`src/rtl/mac_stream_buffer.sv`:
```
// mac_stream_buffer: pipelined multiply / multiply-accumulate capture into an
// external memory, then a backpressured read-back of the captured block.
module mac_stream_buffer #(
    parameter int LOGDEPTH  = 6,
    parameter int IN_WIDTH  = 16,
    parameter int OUT_WIDTH = 32
) (
    input  logic                 clk,
    input  logic                 rst,
    input  logic                 in_valid,
    output logic                 in_ready,
    input  logic [IN_WIDTH-1:0]  in_a,
    input  logic [IN_WIDTH-1:0]  in_b,
    input  logic [LOGDEPTH-1:0]  cfg_len,
    input  logic                 cfg_signed,
    input  logic                 cfg_acc,
    input  logic                 flush,
    output logic                 wr_en,
    output logic [LOGDEPTH-1:0]  wr_addr,
    output logic [OUT_WIDTH-1:0] wr_data,
    output logic                 rd_en,
    output logic [LOGDEPTH-1:0]  rd_addr,
    input  logic [OUT_WIDTH-1:0] rd_data,
    output logic                 out_valid,
    input  logic                 out_ready,
    output logic [OUT_WIDTH-1:0] out_data,
    output logic                 out_last,
    output logic                 busy
);

    localparam int CW = LOGDEPTH + 1;
    localparam int PW = 2 * IN_WIDTH;

    if (OUT_WIDTH < PW) begin : g_width_check
        $error("OUT_WIDTH must be at least 2*IN_WIDTH");
    end

    typedef enum logic [1:0] {IDLE, FILL, WAIT, READ} state_t;

    state_t state, state_nxt;

    logic [CW-1:0]       n, len, ra, oidx, len_in;
    logic                sgn, acc;
    logic                accept, out_hs, push, pop_buf;
    logic                s1_v;
    logic [IN_WIDTH-1:0] s1_a, s1_b;
    logic [LOGDEPTH-1:0] s1_addr;
    logic [PW-1:0]       a_x, b_x, prod_full;
    logic [OUT_WIDTH-1:0] prod, wdata_nxt, sum;
    logic                rd_pend;
    logic [1:0]          cnt;
    logic                hd, tl;
    logic [OUT_WIDTH-1:0] sbuf [2];

    // A zero length field encodes a full 2^LOGDEPTH block.
    assign len_in = {(cfg_len == '0), cfg_len};

    assign in_ready = !rst && (state == IDLE || (state == FILL && n < len));
    assign accept   = in_valid && in_ready;
    assign busy     = (state != IDLE);

    assign a_x = sgn ? {{IN_WIDTH{s1_a[IN_WIDTH-1]}}, s1_a}
                     : {{IN_WIDTH{1'b0}}, s1_a};
    assign b_x = sgn ? {{IN_WIDTH{s1_b[IN_WIDTH-1]}}, s1_b}
                     : {{IN_WIDTH{1'b0}}, s1_b};
    assign prod_full = a_x * b_x;
    assign prod = sgn ? OUT_WIDTH'($signed(prod_full)) : OUT_WIDTH'(prod_full);
    assign wdata_nxt = acc ? sum + prod : prod;

    // Reads are throttled so the skid buffer can always absorb what is in flight.
    assign rd_en   = !rst && state == READ && ra < n
                     && (cnt + {1'b0, rd_pend}) < 2'd2;
    assign rd_addr = ra[LOGDEPTH-1:0];

    assign out_valid = (cnt != 2'd0) || rd_pend;
    assign out_data  = (cnt != 2'd0) ? sbuf[hd] : (rd_pend ? rd_data : '0);
    assign out_last  = out_valid && (oidx == n - CW'(1));
    assign out_hs    = out_valid && out_ready;
    assign push      = rd_pend && ((cnt != 2'd0) || !out_ready);
    assign pop_buf   = (cnt != 2'd0) && out_ready;

    always_comb begin
        state_nxt = state;
        unique case (state)
            IDLE: if (accept) state_nxt = (len_in == CW'(1)) ? WAIT : FILL;
            FILL: if (flush || (accept && n + CW'(1) == len)) state_nxt = WAIT;
            WAIT: if (!s1_v) state_nxt = READ;
            READ: if (out_hs && out_last) state_nxt = IDLE;
            default: state_nxt = IDLE;
        endcase
    end

    always_ff @(posedge clk) begin
        if (rst) begin
            state   <= IDLE;
            n       <= '0;
            len     <= '0;
            sgn     <= 1'b0;
            acc     <= 1'b0;
            s1_v    <= 1'b0;
            s1_a    <= '0;
            s1_b    <= '0;
            s1_addr <= '0;
            wr_en   <= 1'b0;
            wr_addr <= '0;
            wr_data <= '0;
            sum     <= '0;
            ra      <= '0;
            oidx    <= '0;
            rd_pend <= 1'b0;
            cnt     <= 2'd0;
            hd      <= 1'b0;
            tl      <= 1'b0;
        end else begin
            state <= state_nxt;
            s1_v  <= accept;
            if (accept) begin
                s1_a    <= in_a;
                s1_b    <= in_b;
                s1_addr <= (state == IDLE) ? '0 : n[LOGDEPTH-1:0];
            end
            wr_en <= s1_v;
            if (s1_v) begin
                wr_addr <= s1_addr;
                wr_data <= wdata_nxt;
                sum     <= wdata_nxt;
            end
            if (accept && state == IDLE) begin
                len <= len_in;
                sgn <= cfg_signed;
                acc <= cfg_acc;
                sum <= '0;
                n   <= CW'(1);
            end else if (accept) begin
                n <= n + CW'(1);
            end
            rd_pend <= rd_en;
            if (rd_en) ra <= ra + CW'(1);
            if (push) tl <= ~tl;
            if (pop_buf) hd <= ~hd;
            cnt <= cnt + {1'b0, push} - {1'b0, pop_buf};
            if (out_hs) oidx <= oidx + CW'(1);
            if (state == READ && state_nxt == IDLE) begin
                ra   <= '0;
                oidx <= '0;
            end
        end
    end

    always_ff @(posedge clk) begin
        if (push) sbuf[tl] <= rd_data;
    end

endmodule
```
`config.mk`:
```
export PLATFORM = sky130hd
export DESIGN_NAME = mac_stream_buffer
export DESIGN_NICKNAME = d
export VERILOG_FILES = /design/src/rtl/mac_stream_buffer.sv
export SDC_FILE = /design/constraint.sdc
export NUM_CORES = 1
export LEC_CHECK = 0
export CAP_MARGIN = 20
export CORE_ASPECT_RATIO = 0.5
export CORE_UTILIZATION = 29
export CTS_CLUSTER_SIZE = 28
export DETAILED_ROUTE_END_ITERATION = 12
export MAX_ROUTING_LAYER = met4
export PLACE_DENSITY = 0.42
export SLEW_MARGIN = 20
export SYNTH_ARGS = -nofsm -noshare
export SYNTH_HDL_FRONTEND = slang
export SYNTH_SLANG_ARGS = --single-unit
```
`constraint.sdc`:
```
create_clock -name clk -period 9.5 [get_ports clk]
set_input_delay 2.85 -clock clk [delete_from_list [all_inputs] [get_ports clk]]
set_output_delay 2.85 -clock clk [all_outputs]
set_load 0.05 [all_outputs]
```
==> summary.md <==
The floorplan step set the die width to 400.6 um. Across the run, the number of max-cap violations was 0. The maximum vdd ir drop is 0.1456 mV.

At the end of routability-driven placement, the weighted congestion stood at 0.8685. The kind of end point of the critical path was a register. The most prevalent standard cell on the critical path was fa_1. Launch instance of the worst min-delay path: wr_data[2]$_SDFFE_PP0P_. Yosys printed 0 warnings. The number of cells traversed by the worst hold path was 2.

In the final layout, the share of cells above drive strength 1 is 5.357%. The run gives 25 as the number of clock buffers inserted by TritonCTS. The flow ran to the end, and the final reports show no timing, DRC or antenna violations. The area growth from synthesis to layout works out to 16.08%. Final number of hold-violating endpoints: 0. The fraction of post-synthesis cell area in the top cell type by area was 30.15%; the cell total after placement was 3565. For the H-tree depth, the log shows 1.

The number of nets in the synthesized netlist is 3032. On the critical path, the stage with the largest delay is an instance of dfxtp_1. On the worst path, the slowest cell contributes a delay of 0.69 ns. By instance count, the leading cell after synthesis is inv_1. The worst hold path belongs to the class reg2reg. The first TritonRoute pass finished after 5 iterations.

The number of distinct standard cells referenced by the synthesized netlist is 68, and the final setup TNS is 0 ns. Sequential share of the synthesized area: 21.20%. The leakage power summed over all cells was 12.10 nW. Detailed-route vias per instance: 4.674. For the via total after detailed routing, the log shows 16880. The pin count of the biggest net entering global routing is 67, and the post-synth design cell area is 0.02304 sq mm. In the final design database the tool counted 3152 nets.

The final worst-path cycle share was 94.49%; the setup slack of the most critical reg-to-reg path was 0.52 ns. The cell sitting at the root of the clock tree is a clkbuf_16. Destination of the worst register-to-register timing path: sum[28]$_SDFFE_PP0P_. The worst reg2reg path startpoint is s1_b[7]$_SDFFE_PP0P_. The transition time of the tightest slew-check pin came out at 1.049 ns.

The worst setup path is launched from a register. For the finished layout, the period the worst path requires is 8.976 ns. The core region area was 0.07792 sq mm; the die area was 0.08066 sq mm. The tools report the final-report max-slew violation count as 0.

The setup path with the least slack is of type reg2reg. After synthesis, the share of flip-flops with an asynchronous set or reset is 0%. Measured in cells, the most critical reg-to-reg path has a length of 29.

In this run the remaining antenna-violating nets after routing total 0. Dividing the synthesized area by the synthesized cell count gives 9.451 sq um. Half-perimeter wire length after placement: 57.28 mm. The run gives 3612 as the number of non-filler instances in the completed layout. The detailed router finished its first iteration with 927 violations. STA puts the critical path data required time at 9.98 ns. The number of I/O pins is 159, and the via count of the first global-routing pass is 17710. Counting every sink on the clock net gives 212. The number of antenna diodes in the final layout is 0. The residual overflow from global routing was 0. For the count of standard-cell rows, the log shows 72. In the routed design, unresolved DRC markers number 0. TritonCTS built the clock tree. Yosys attributes the largest share of cell area to fa_1 30%, dfxtp_1 13%, ha_1 9.2%. The number of enable flip-flop cells after synthesis was 64; the count of input and output buffers was 158. The post-synthesis sequential element count is 212. The initial antenna violation count is 1, and the arrival time at the worst endpoint is 9.46 ns. For this design, the CTS-stage hold fixing added 0 buffers.

Headroom to the max-slew limit came out at 29.43%. In this run the power density over the cells is 188.3 mW/mm^2. Setup violations remaining at the end of the flow were counted as 0. Clock-pin slew was measured on the worst setup and hold paths at 0.07 ns. The clock reaches the later pin of the worst-skew pair after 0.60 ns. The routed wirelength normalized by instance count was 19.82 um.

The initial cell density of the core is 29.57%. For the clock skew, the log shows 0.01819 ns. Sorting the synthesized cells by how often they occur yields 356 x inv_1, 347 x fa_1, 261 x nand2_1, 170 x ha_1, 169 x and2_1. The floorplan step set the die height to 201.3 um. The routed design has 71.58 mm of wire. Setup repair after global routing left no endpoint under its margin.

Derived from the worst setup path, the maximum achievable clock frequency is 0.1114 GHz. First-pass GRT wire length: 111.1 mm. Among all flip-flop cells after synthesis, the most frequent one is dfxtp_1. The largest driver fanout on the critical path works out to 18. The tools report the global routing usage summed across all routing layers as 18.54%.

Cell taking the most area after synthesis: fa_1. Counting along the longest clock path gives a buffer depth of 3. Hold-critical path endpoint: wr_data[2]$_SDFFE_PP0P_. The cell count after synthesis came out at 2438.
==> cells by family (layout without fill, tap and decap cells) <==
family | count (synthesis) | after routing | share of synthesized area [%]
AOI/OAI and AO/OA | 356 | 356 | 10.00
xor gates and xnor gates | 121 | 121 | 4.659
adders and majority gates | 517 | 517 | 39.38
buffers and inverters | 479 | 617 | 7.933
DFF | 212 | 212 | 21.20
muxes | 49 | 49 | 2.129
and+or+nand+nor | 704 | 704 | 14.70
==> timing repair <==
action | 4_1_cts | 5_1_grt
setup endpoints to repair | 0 | 4
setup buffers | 0 | 2
endpoints found under the hold margin | 0 | 0
resized for setup | 0 | 15
==> where the power goes <==
part           switching, mW  internal (mW)  leakage, nW
Combinational           1.77           1.10         9.90
Sequential             0.126           1.01         1.79
Clock                  0.466          0.569        0.406
Total                   2.36           2.68         12.1
==> routing by layer <==
layer	share of wire [%]	up-vias	global-route usage [%]	wire, um
li1	-	8060	-	-
met4	1.4	0	2.651	986
met3	4.5	45	2.909	3210
met1	52	8476	27.46	37170
met2	42	302	26.88	30210
met5	0	-	-	0
==> layout make-up <==
| cell class | count | area (sq um) |
|---|---|---|
| repair buffers | 214 | 1997 |
| well taps | 1036 | 1296 |
| clock inverters | 14 | 155.1 |
| inverters | 358 | 1348 |
| clock buffers | 31 | 678.2 |
| flip-flops and latches | 212 | 4907 |
| fillers | 8051 | 51180 |
| multi-input cells | 1747 | 16370 |
==> flip-flops by register name (all words and copies together), names as in the netlist, 7 cells and up, named ones only <==
name     cells
wr_data     32
sbuf        64
ra           7
s1_a        16
n            7
len          7
s1_b        16
sum         32
oidx         7
==> cells in the final DEF (no fill, tap or decap), types with 38 or more instances in the layout <==
cell type | synthesis | routed
inv_1 | 356 | 355
fa_1 | 347 | 347
nand2_1 | 261 | 261
ha_1 | 170 | 170
and2_1 | 169 | 169
clkdlybuf4s50_1 | 0 | 157
dfxtp_1 | 148 | 134
nor2_1 | 120 | 119
o21ai_0 | 107 | 107
xnor2_1 | 75 | 75
a21oi_1 | 73 | 73
edfxtp_1 | 64 | 64
buf_4 | 6 | 56
mux2i_1 | 49 | 49
nand3_1 | 48 | 48
xor2_1 | 45 | 44
a21o_1 | 38 | 38
==> per-stage QoR <==
step | instance area [sq um] | utilization (%) | power [mW] | setup WS [ns] | hold slack (ns)
after floorplan | 23040 | - | 3.039 | 0.8110 | 0.4400
after global placement | 25860 | 33.19 | 4.022 | 0.2164 | 0.4551
after detailed placement | 25860 | 33.19 | 3.978 | 0.2737 | 0.4587
after CTS | 26690 | 34.26 | 5.093 | 0.2415 | 0.4679
after global routing | 26750 | 34.32 | 5.438 | 0.05619 | 0.4951
final | 26750 | 34.32 | 5.035 | 0.5238 | 0.4701
==> critical path, delay by kind of cell, from the launching register on <==
| kind | cells | cell delay, ns |
|---|---|---|
| simple gates | 5 | 1.39 |
| buf+inv | 3 | 0.30 |
| flops | 1 | 0.69 |
| compound gates | 10 | 1.94 |
| fa+ha+maj | 10 | 4.40 |
| xor+xnor | 1 | 0.16 |
==> how the worst max path moves through the flow <==
stage | depth (start not counted) | start | slack, ns | to
floorplan | 36 | sgn$_SDFFE_PP0P_ | 0.81 | wr_data[31]$_SDFFE_PP0P_
global placement | 30 | s1_a[13]$_SDFFE_PP0P_ | 0.22 | wr_data[28]$_SDFFE_PP0P_
detailed placement | 32 | s1_a[13]$_SDFFE_PP0P_ | 0.27 | wr_data[31]$_SDFFE_PP0P_
CTS | 32 | s1_a[13]$_SDFFE_PP0P_ | 0.24 | wr_data[31]$_SDFFE_PP0P_
global route | 28 | sgn$_SDFFE_PP0P_ | 0.06 | wr_data[31]$_SDFFE_PP0P_
finish | 29 | s1_b[7]$_SDFFE_PP0P_ | 0.52 | sum[28]$_SDFFE_PP0P_
(Power assumes the default switching activity.)
